## src/rtl/basic_rw_gen.sv

```systemverilog
// basic_rw_gen: multi-channel ramp generator (IDLE/RAMP/HOLD/DONE) with per-channel array sums; BASIC_RW_GEN_DONE_X_EN drives a to X in DONE
module basic_rw_gen #(
  parameter int NCH = 2,
  parameter int AW = 4,
  parameter int DW = 11,
  parameter int ND = 4,
  parameter int RAMP_LEN = 10,
  parameter int HOLD_LEN = 10,
  localparam int SW = DW + $clog2(ND)
) (
  input  logic          clk,
  input  logic          rst,
  input  logic          en,
  input  logic          clr,
  input  logic [AW-1:0] step [NCH],
  input  logic [DW-1:0] b [NCH][ND],
  output logic [AW-1:0] a [NCH],
  output logic [SW-1:0] sum [NCH],
  output logic [1:0]    phase,
  output logic          done
);
  localparam int CMAX = RAMP_LEN > HOLD_LEN ? RAMP_LEN : HOLD_LEN;
  localparam int CW = $clog2(CMAX + 1);
  typedef enum logic [1:0] {IDLE, RAMP, HOLD, DONE} state_t;
  state_t state, state_nxt;
  logic [CW-1:0] cnt, cnt_nxt;
  logic [AW-1:0] a_nxt [NCH];
  logic [SW-1:0] sum_nxt [NCH];
  assign phase = state;
  assign done = state == DONE;
  // next state, counter and ramp values; clr wins over en, en=0 freezes everything
  always_comb begin
    state_nxt = state;
    cnt_nxt = cnt;
    a_nxt = a;
    if (clr) begin
      state_nxt = IDLE;
      cnt_nxt = '0;
      a_nxt = '{default: '0};
    end else if (en) begin
      case (state)
        IDLE: begin
          state_nxt = RAMP;
          cnt_nxt = '0;
        end
        RAMP: begin
          for (int k = 0; k < NCH; k++) a_nxt[k] = a[k] + step[k];
          state_nxt = cnt == CW'(RAMP_LEN - 1) ? HOLD : RAMP;
          cnt_nxt = cnt == CW'(RAMP_LEN - 1) ? '0 : cnt + 1'b1;
        end
        HOLD: begin
          state_nxt = cnt == CW'(HOLD_LEN - 1) ? DONE : HOLD;
          cnt_nxt = cnt == CW'(HOLD_LEN - 1) ? '0 : cnt + 1'b1;
`ifdef BASIC_RW_GEN_DONE_X_EN
          if (cnt == CW'(HOLD_LEN - 1)) a_nxt = '{default: 'x};
`else
`endif
        end
        DONE: state_nxt = DONE;
      endcase
    end
  end
  // zero-extended per-channel sum of the input array
  always_comb begin
    for (int k = 0; k < NCH; k++) begin
      sum_nxt[k] = '0;
      for (int j = 0; j < ND; j++) sum_nxt[k] = sum_nxt[k] + SW'(b[k][j]);
    end
  end
  // state, counter and ramp registers
  always_ff @(posedge clk or negedge rst) begin
    if (!rst) begin
      state <= IDLE;
      cnt <= '0;
      a <= '{default: '0};
    end else begin
      state <= state_nxt;
      cnt <= cnt_nxt;
      a <= a_nxt;
    end
  end
  // sums register every cycle regardless of FSM, en and clr
  always_ff @(posedge clk or negedge rst) begin
    if (!rst) sum <= '{default: '0};
    else sum <= sum_nxt;
  end
endmodule
```

## config.mk

```make
export PLATFORM = sky130hd
export DESIGN_NAME = basic_rw_gen
export DESIGN_NICKNAME = d
export VERILOG_FILES = /design/src/rtl/basic_rw_gen.sv
export SDC_FILE = /design/constraint.sdc
export NUM_CORES = 1
export LEC_CHECK = 0
export ABC_AREA = 0
export CAP_MARGIN = 15
export CORE_MARGIN = 2
export CORE_UTILIZATION = 50
export DETAILED_ROUTE_END_ITERATION = 6
export GPL_TIMING_DRIVEN = 0
export PLACE_DENSITY = 0.95
export SYNTH_ARGS = -nofsm -noshare
export SYNTH_HDL_FRONTEND = slang
export SYNTH_SLANG_ARGS = --single-unit
```

## constraint.sdc

```tcl
create_clock -name clk -period 3.7 [get_ports clk]
set_clock_uncertainty 0.1 [all_clocks]
set_input_delay 0.74 -clock clk [delete_from_list [all_inputs] [get_ports clk]]
set_output_delay 0.74 -clock clk [all_outputs]
set_load 0.02 [all_outputs]
```

---- After elaboration in Yosys (flattened, before gate mapping) ----
Index checks and enable logic that the tools add are counted.
cells by class
  add/sub/neg operators ................... 9
  equal/unequal tests ..................... 4
  mux-type cells .......................... 12
  reductions and logical operators ........ 7
operators by type and width
  kind                                                                    number
  12-bit by 11-bit adder with 13-bit output                               2
  13-bit by 11-bit adder with 13-bit output                               2
  11-bit by 11-bit adder with 12-bit output                               2
  8-bit two-way mux                                                       3
  4-bit two-way mux                                                       3
  4-bit adder                                                             2
  2-bit one-hot mux with 4 select lines                                   1
  4-bit one-hot mux with 2 select lines                                   1
  2-bit two-way mux                                                       3
  4-bit by 1-bit adder with 4-bit output (second input constant)          1
  2-bit equality test (second input constant)                             2
  4-bit equality test (second input constant)                             1
  2-bit AND reduction                                                     2
  2-bit nonzero test                                                      2
  3-bit nonzero test                                                      1
  2-bit by 1-bit equality test with 1-bit output (second input constant)  1
  2-bit logical NOT                                                       1
  2-bit OR reduction                                                      1
  1-bit two-way mux                                                       1
storage, ports and cells
  flip-flop bits (word level) ............. 40

---- Longest topological paths before layout ----
Gate-level depths: netlist of the first run.
  word-level depth ........................ 5
  mapped depth ............................ 10
  gate-level depth less buffers ........... 10

---- Worst setup path before layout of the first run ----
No wires, ideal clock.
  path type ............................... input to register
  from .................................... input b[1] (netlist name)
  to ...................................... register sum[9] (netlist name)
  library setup time ...................... 69 ps
  arrival time ............................ 3188 ps
  data required time ...................... 3531 ps
  slack ................................... 343 ps
  cell stages on the path ................. 10
  cells stage by stage .................... inv_1 -> fa_1 -> fa_1 -> inv_1 -> ha_1 -> fa_1 -> a21oi_1 -> o21ai_1 -> a2111o_1 -> nand3_1
RTL lines
  what                    RTL line  RTL
  start: declaration      16        input logic [DW-1:0] b [NCH][ND],
  end signal: assignment  85        else sum <= sum_nxt;
  end: declaration        18        output logic [SW-1:0] sum [NCH],

==> flow_summary.json, run 1 <==
{
  "synth_seq_area_share": 0.256,
  "clockBufferDepth": 2,
  "max_slew_margin": 0.415,
  "slowest_stage": "fa_1",
  "routed.top_layer": "met4",
  "htreeDepth": 2,
  "drive_gt1_frac": 0.0266,
  "ys_warn_count": 0,
  "cts_sinks": 40,
  "synthCells": 421,
  "ys.flop_type": "dfrtp_1",
  "dieArea_mm2": 0.00855,
  "synth_area_per_cell_um2": 9.30,
  "worst_pin_slew_ns": 0.877,
  "vias": 3265,
  "placed_cell_area_mm2": 0.00540,
  "crit_fanout": 3,
  "wl_met2_mm": 4.50,
  "firstDrtPassIters": 4,
  "critical_path_class": "input pin to register",
  "grt_max_degree": 41,
  "required_ns": 3.82,
  "synth_area_leaders": "dfrtp_1 26%, fa_1 24%, inv_1 13%",
  "fin_area_mm2": 0.00551,
  "grt_overflow": 0,
  "insertion_delay_ns": 0.28,
  "status": "completed",
  "final.setup.tns_ns": 0,
  "holdBufCountCts": 0,
  "synth_edf_count": 0,
  "synth_top_area_frac": 0.256,
  "hold_path.class": "register to register",
  "cts_tree": "yes",
  "end_kind": "register",
  "ir_worst_vdd_mv": 0.244,
  "dr_wl_met3_um": 550,
  "port_buffers": 136,
  "synthesis.nets": 603,
  "antenna_found_initial": 0,
  "syn_area_mm2": 0.00392,
  "yosys.area.top_type": "dfrtp_1",
  "rsz0062_at_grt": "true",
  "globalplace.congestion": 0.826,
  "drv_slew": 0,
  "layout_min_cycle_time_ns": 3.63,
  "period_share": 0.982,
  "cts_made_buffers": 5,
  "routed_wl_mm": 8.31,
  "initial_utilization": 0.512,
  "wl_per_cell_um": 12.5,
  "async_reset_ff_frac": 1.00,
  "stdcell_count": 666,
  "dp_hpwl_mm": 7.23,
  "via_per_inst": 4.90,
  "ys_ff_latch": 40,
  "die_y_um": 92.5,
  "placement_rows": 32,
  "wl_met1_mm": 3.18,
  "core_area_mm2": 0.00765,
  "drc": 0,
  "dp.cells": 659,
  "nNetsFinal": 746,
  "post-route-util": 0.721,
  "crit_chain": "clkdlybuf4s50_1 -> inv_1 -> fa_1 -> fa_1 -> inv_1 -> ha_1 -> fa_2 -> a21oi_4 -> o21ai_1 -> a2111o_1 -> nand3_1",
  "drt-initial-drc-count": 99,
  "ant_nets": 0,
  "cpPeakStageDelay_ns": 0.53,
  "die_w_um": 92.5,
  "pin_count": 137,
  "maxCapViolations": 0,
  "crit_arrival_ns": 3.76,
  "rrSetupSlack_ns": 1.77,
  "clockRootBuffer": "clkbuf_8",
  "antenna_cells": 0,
  "setup_viol": 0,
  "finalHoldViolations": 0,
  "powerDensity_mw_per_mm2": 456,
  "syn2layout_area_growth_pct": 40.8,
  "synth_commonest_cells": "133 x inv_1, 46 x fa_1, 40 x dfrtp_1, 36 x ha_1, 21 x a21oi_1",
  "synth.distinct_cells": 46,
  "fmax_ghz": 0.275,
  "p_leak_nw": 2.76,
  "path_clk_slew_ns": 0.07,
  "grt_pass1_wl_mm": 14.2,
  "track_usage": 0.205,
  "finalPower_mw": 2.51,
  "critical_path.startpoint_type": "input pin",
  "grt_pass1_vias": 3356,
  "yosysMostFrequentCell": "inv_1",
  "post_cts_buffers": 0
}
==> where the power goes <==
part | internal [mW] | total, mW | switching (mW)
clock network | 0.166 | 0.308 | 0.142
registers | 0.581 | 0.625 | 0.0441
logic | 0.745 | 1.58 | 0.835
total | 1.49 | 2.51 | 1.02
==> metal layers <==
metal  up-vias  global-route usage
met1      1554               0.244
met2       100               0.381
li1       1602                   -
met5         -                   0
met4         0              0.0410
met3         9              0.0448
==> flip-flops by register name (all words and copies together) (netlist names) <==
name and flops:
a 8, cnt 4, phase 2, sum 26
==> layout by cell type (no fill, tap or decap), types with 3 or more instances in the layout <==
master / instances
xnor2_1: 14
o22ai_1: 3
clkdlybuf4s50_1: 135
o211ai_1: 4
a21o_1: 6
dfrtp_1: 40
inv_1: 133
clkbuf_8: 7
nand2b_1: 5
o21bai_1: 4
o21ai_1: 4
nor3_1: 3
nand3_1: 14
nand2_1: 17
a31oi_1: 4
a21oi_1: 19
nor2_1: 11
a211oi_1: 6
o21ai_0: 9
ha_1: 36
fa_1: 45
nor2b_1: 4
==> logic make-up after synthesis <==
| kind of cell | after synthesis | share of synthesized area |
|---|---|---|
| buf+inv | 136 | 0.133 |
| compound gates | 74 | 0.123 |
| mux | 4 | 0.0109 |
| flops | 40 | 0.256 |
| fa+ha+maj | 82 | 0.350 |
| xor+xnor | 16 | 0.0358 |
| simple gates | 69 | 0.0917 |
==> repair_timing <==
| item | 4_1_cts | 5_1_grt |
|---|---|---|
| pin swaps | 1 | 1 |
| resized for setup | 1 | 3 |
| endpoints found under the setup margin | 2 | 3 |
==> through the flow <==
stage                     setup WS (ns)  hold WS, ns
after detailed placement         -0.367        0.389
final                            0.0651        0.403
after CTS                       0.00569        0.404
after floorplan                   0.343        0.344
after global placement           -0.263        0.394
after global routing            -0.0214        0.430
==> worst max-delay path, delay by kind of cell <==
kind                     cells  cell delay [ns]
AO/OA/AOI/OAI                3             0.73
adder cells (fa/ha/maj)      4             1.65
AND/OR/NAND/NOR              1             0.07
buffers and inverters        3             0.57
==> layout make-up <==
type / count / area (um^2)
clock buffers: 7 / 96.3
flip-flops and latches: 40 / 1000
plain buffers: 3 / 20.0
repair buffers: 136 / 1360
inverters: 133 / 499
well taps: 102 / 128
fillers: 587 / 2130
multi-input cells: 245 / 2410
==> worst paths after layout <==
path,start,cells after the start,end
worst max-delay path,b[1],11,sum[9]
min in group asynchronous,rst,1,sum[13]
worst min register to register,cnt[3],1,cnt[3]
max in group asynchronous,rst,1,a[7]
worst min-delay path,cnt[3],1,cnt[3]
worst max register to register,phase[1],6,cnt[2]
No activity file was read; power rests on OpenSTA's default activity.
==> inputs of run 2 (changes only) <==
--- a/config.mk
+++ b/config.mk
@@ -12,6 +12,7 @@
 export DETAILED_ROUTE_END_ITERATION = 6
 export GPL_TIMING_DRIVEN = 0
 export PLACE_DENSITY = 0.95
+export SLEW_MARGIN = 20
 export SYNTH_ARGS = -nofsm -noshare
 export SYNTH_HDL_FRONTEND = slang
 export SYNTH_SLANG_ARGS = --single-unit
==> run 2 against run 1 <==
Compared with the run above: global-route usage increased by 0.11 points; critical path depth unchanged; sequential share of layout area decreased by 0.18 points; flip-flop and latch count unchanged; count of clock-buffer cells in the layout decreased by 2; highest routed layer unchanged; setup slack improved by 0.067 ns; via count increased by 1.7%; total power increased by 2.4%; design area increased by 0.98%; hold slack got worse by 0.18 ns; largest cell class unchanged; fmax increased by 1.9%; cell count increased by 0.45%.
==> flow_summary.json, run 2 (synthesis gave the netlist of run 1 again) <==
{
  "drt-initial-drc-count": 100,
  "powerDensity_mw_per_mm2": 462,
  "rsz0062_at_grt": "true",
  "drive_gt1_frac": 0.0370,
  "port_buffers": 136,
  "clockBufferDepth": 2,
  "grt_max_degree": 31,
  "maxCapViolations": 0,
  "routed_wl_mm": 8.43,
  "largestRegisters": "sum (26), a (8), cnt (4)",
  "most-common-layout-cells": "135 x clkdlybuf4s50_1, 133 x inv_1, 45 x fa_1, 40 x dfrtp_1, 35 x ha_1",
  "htreeDepth": 2,
  "holdBufCountCts": 0,
  "hold_path.class": "input pin to async pin",
  "cts_tree": "yes",
  "die_y_um": 92.5,
  "max_slew_margin": 0.699,
  "stdcell_count": 669,
  "crit_arrival_ns": 3.69,
  "placed_cell_area_mm2": 0.00542,
  "p_leak_nw": 2.78,
  "post-route-util": 0.728,
  "syn2layout_area_growth_pct": 42.2,
  "swShare": 0.404,
  "clkPwrFrac": 0.137,
  "status": "completed",
  "crit_fanout": 3,
  "worst_pin_slew_ns": 0.451,
  "core_area_mm2": 0.00765,
  "cts_made_buffers": 5,
  "met2_usage": 0.389,
  "p_int_mw": 1.53,
  "grt_pass1_wl_mm": 14.2,
  "die_w_um": 92.5,
  "dp_hpwl_mm": 7.39,
  "antenna_found_initial": 0,
  "pwr-share-seq": 0.243,
  "insertion_delay_ns": 0.29,
  "regMostFlops": "sum",
  "final_common_cell": "clkdlybuf4s50_1",
  "finalHoldViolations": 0,
  "setup_viol": 0,
  "dp.cells": 660,
  "busiest_layer": "met2",
  "layout_min_cycle_time_ns": 3.57,
  "fin_area_mm2": 0.00557,
  "finalPower_mw": 2.57,
  "track_usage": 0.206,
  "antenna_cells": 0,
  "globalplace.congestion": 0.826,
  "ir_worst_vdd_mv": 0.257,
  "fin_ws_ns": 0.132,
  "end_kind": "register",
  "critical_path_class": "input pin to register",
  "initial_utilization": 0.512,
  "placement_rows": 32,
  "drv_slew": 0,
  "ant_nets": 0,
  "wl_per_cell_um": 12.6,
  "via_per_inst": 4.96,
  "cts_sinks": 40,
  "switchingPower_mw": 1.04,
  "largest_reg_flops": 26,
  "clockRootBuffer": "clkbuf_8",
  "required_ns": 3.82,
  "grt_pass1_vias": 3353,
  "period_share": 0.964,
  "power_frac_comb": 0.620,
  "final.setup.tns_ns": 0,
  "whs_ns": 0.228,
  "use_met3": 0.0391,
  "path_clk_slew_ns": 0.08,
  "firstDrtPassIters": 4,
  "detailedPlace.worstSlack_ns": -0.372,
  "vias": 3320,
  "drc": 0,
  "pin_count": 137,
  "nNetsFinal": 748,
  "fmax_ghz": 0.280,
  "critical_path.startpoint_type": "input pin",
  "use_met1": 0.236,
  "dieArea_mm2": 0.00855,
  "grt_overflow": 0
}
==> run 2: path summary, 6_finish.rpt <==
check                          from      end  slack [ns]  depth (start not counted)
max in group asynchronous       rst   sum[7]        2.83                          2
min in group clk             cnt[3]   cnt[3]        0.41                          1
setup / recovery               b[1]   sum[9]        0.13                         11
setup reg to reg           phase[1]   cnt[2]        1.77                          6
hold reg to reg              cnt[3]   cnt[3]        0.41                          1
hold / removal                  rst  sum[18]        0.23                          1
==> run 2: area by class of cell <==
cell class | count | area [um^2]
clock inverters | 3 | 42.5
plain buffers | 3 | 20.0
clock buffers | 5 | 68.8
fillers | 572 | 2080
well taps | 102 | 128
flip-flops and latches | 40 | 1000
multi-input cells | 245 | 2420
inverters | 133 | 499
repair buffers | 138 | 1380
==> run 2: power by group through the flow <==
stage	Sequential (mW)	Clock, mW	Combinational (mW)
after global placement	0.628	0	1.49
final	0.626	0.351	1.60
after detailed placement	0.637	0	1.57
after global routing	0.640	0.376	1.75
after floorplan	0.812	0	0.786
after CTS	0.629	0.361	1.58
==> run 2: what timing repair did <==
action	4_1_cts	5_1_grt
gates resized for setup	1	6
endpoints found under the setup margin	2	4
setup buffers	0	1
pin swaps	1	2
hold endpoints to repair	0	0
==> run 2: critical path, cell delays in order <==
cell             delay (ns)
clkdlybuf4s50_1        0.46
inv_1                  0.06
fa_1                   0.49
fa_1                   0.52
inv_1                  0.05
ha_2                   0.21
fa_2                   0.40
a21oi_4                0.20
o21ai_2                0.08
a2111o_1               0.41
nand3_1                0.07
==> run 2: layer usage <==
| layer | routed length [um] | share of wire |
|---|---|---|
| met3 | 491 | 0.058 |
| met4 | 130 | 0.015 |
| met1 | 3260 | 0.39 |
| met2 | 4540 | 0.54 |
| met5 | 0 | 0 |
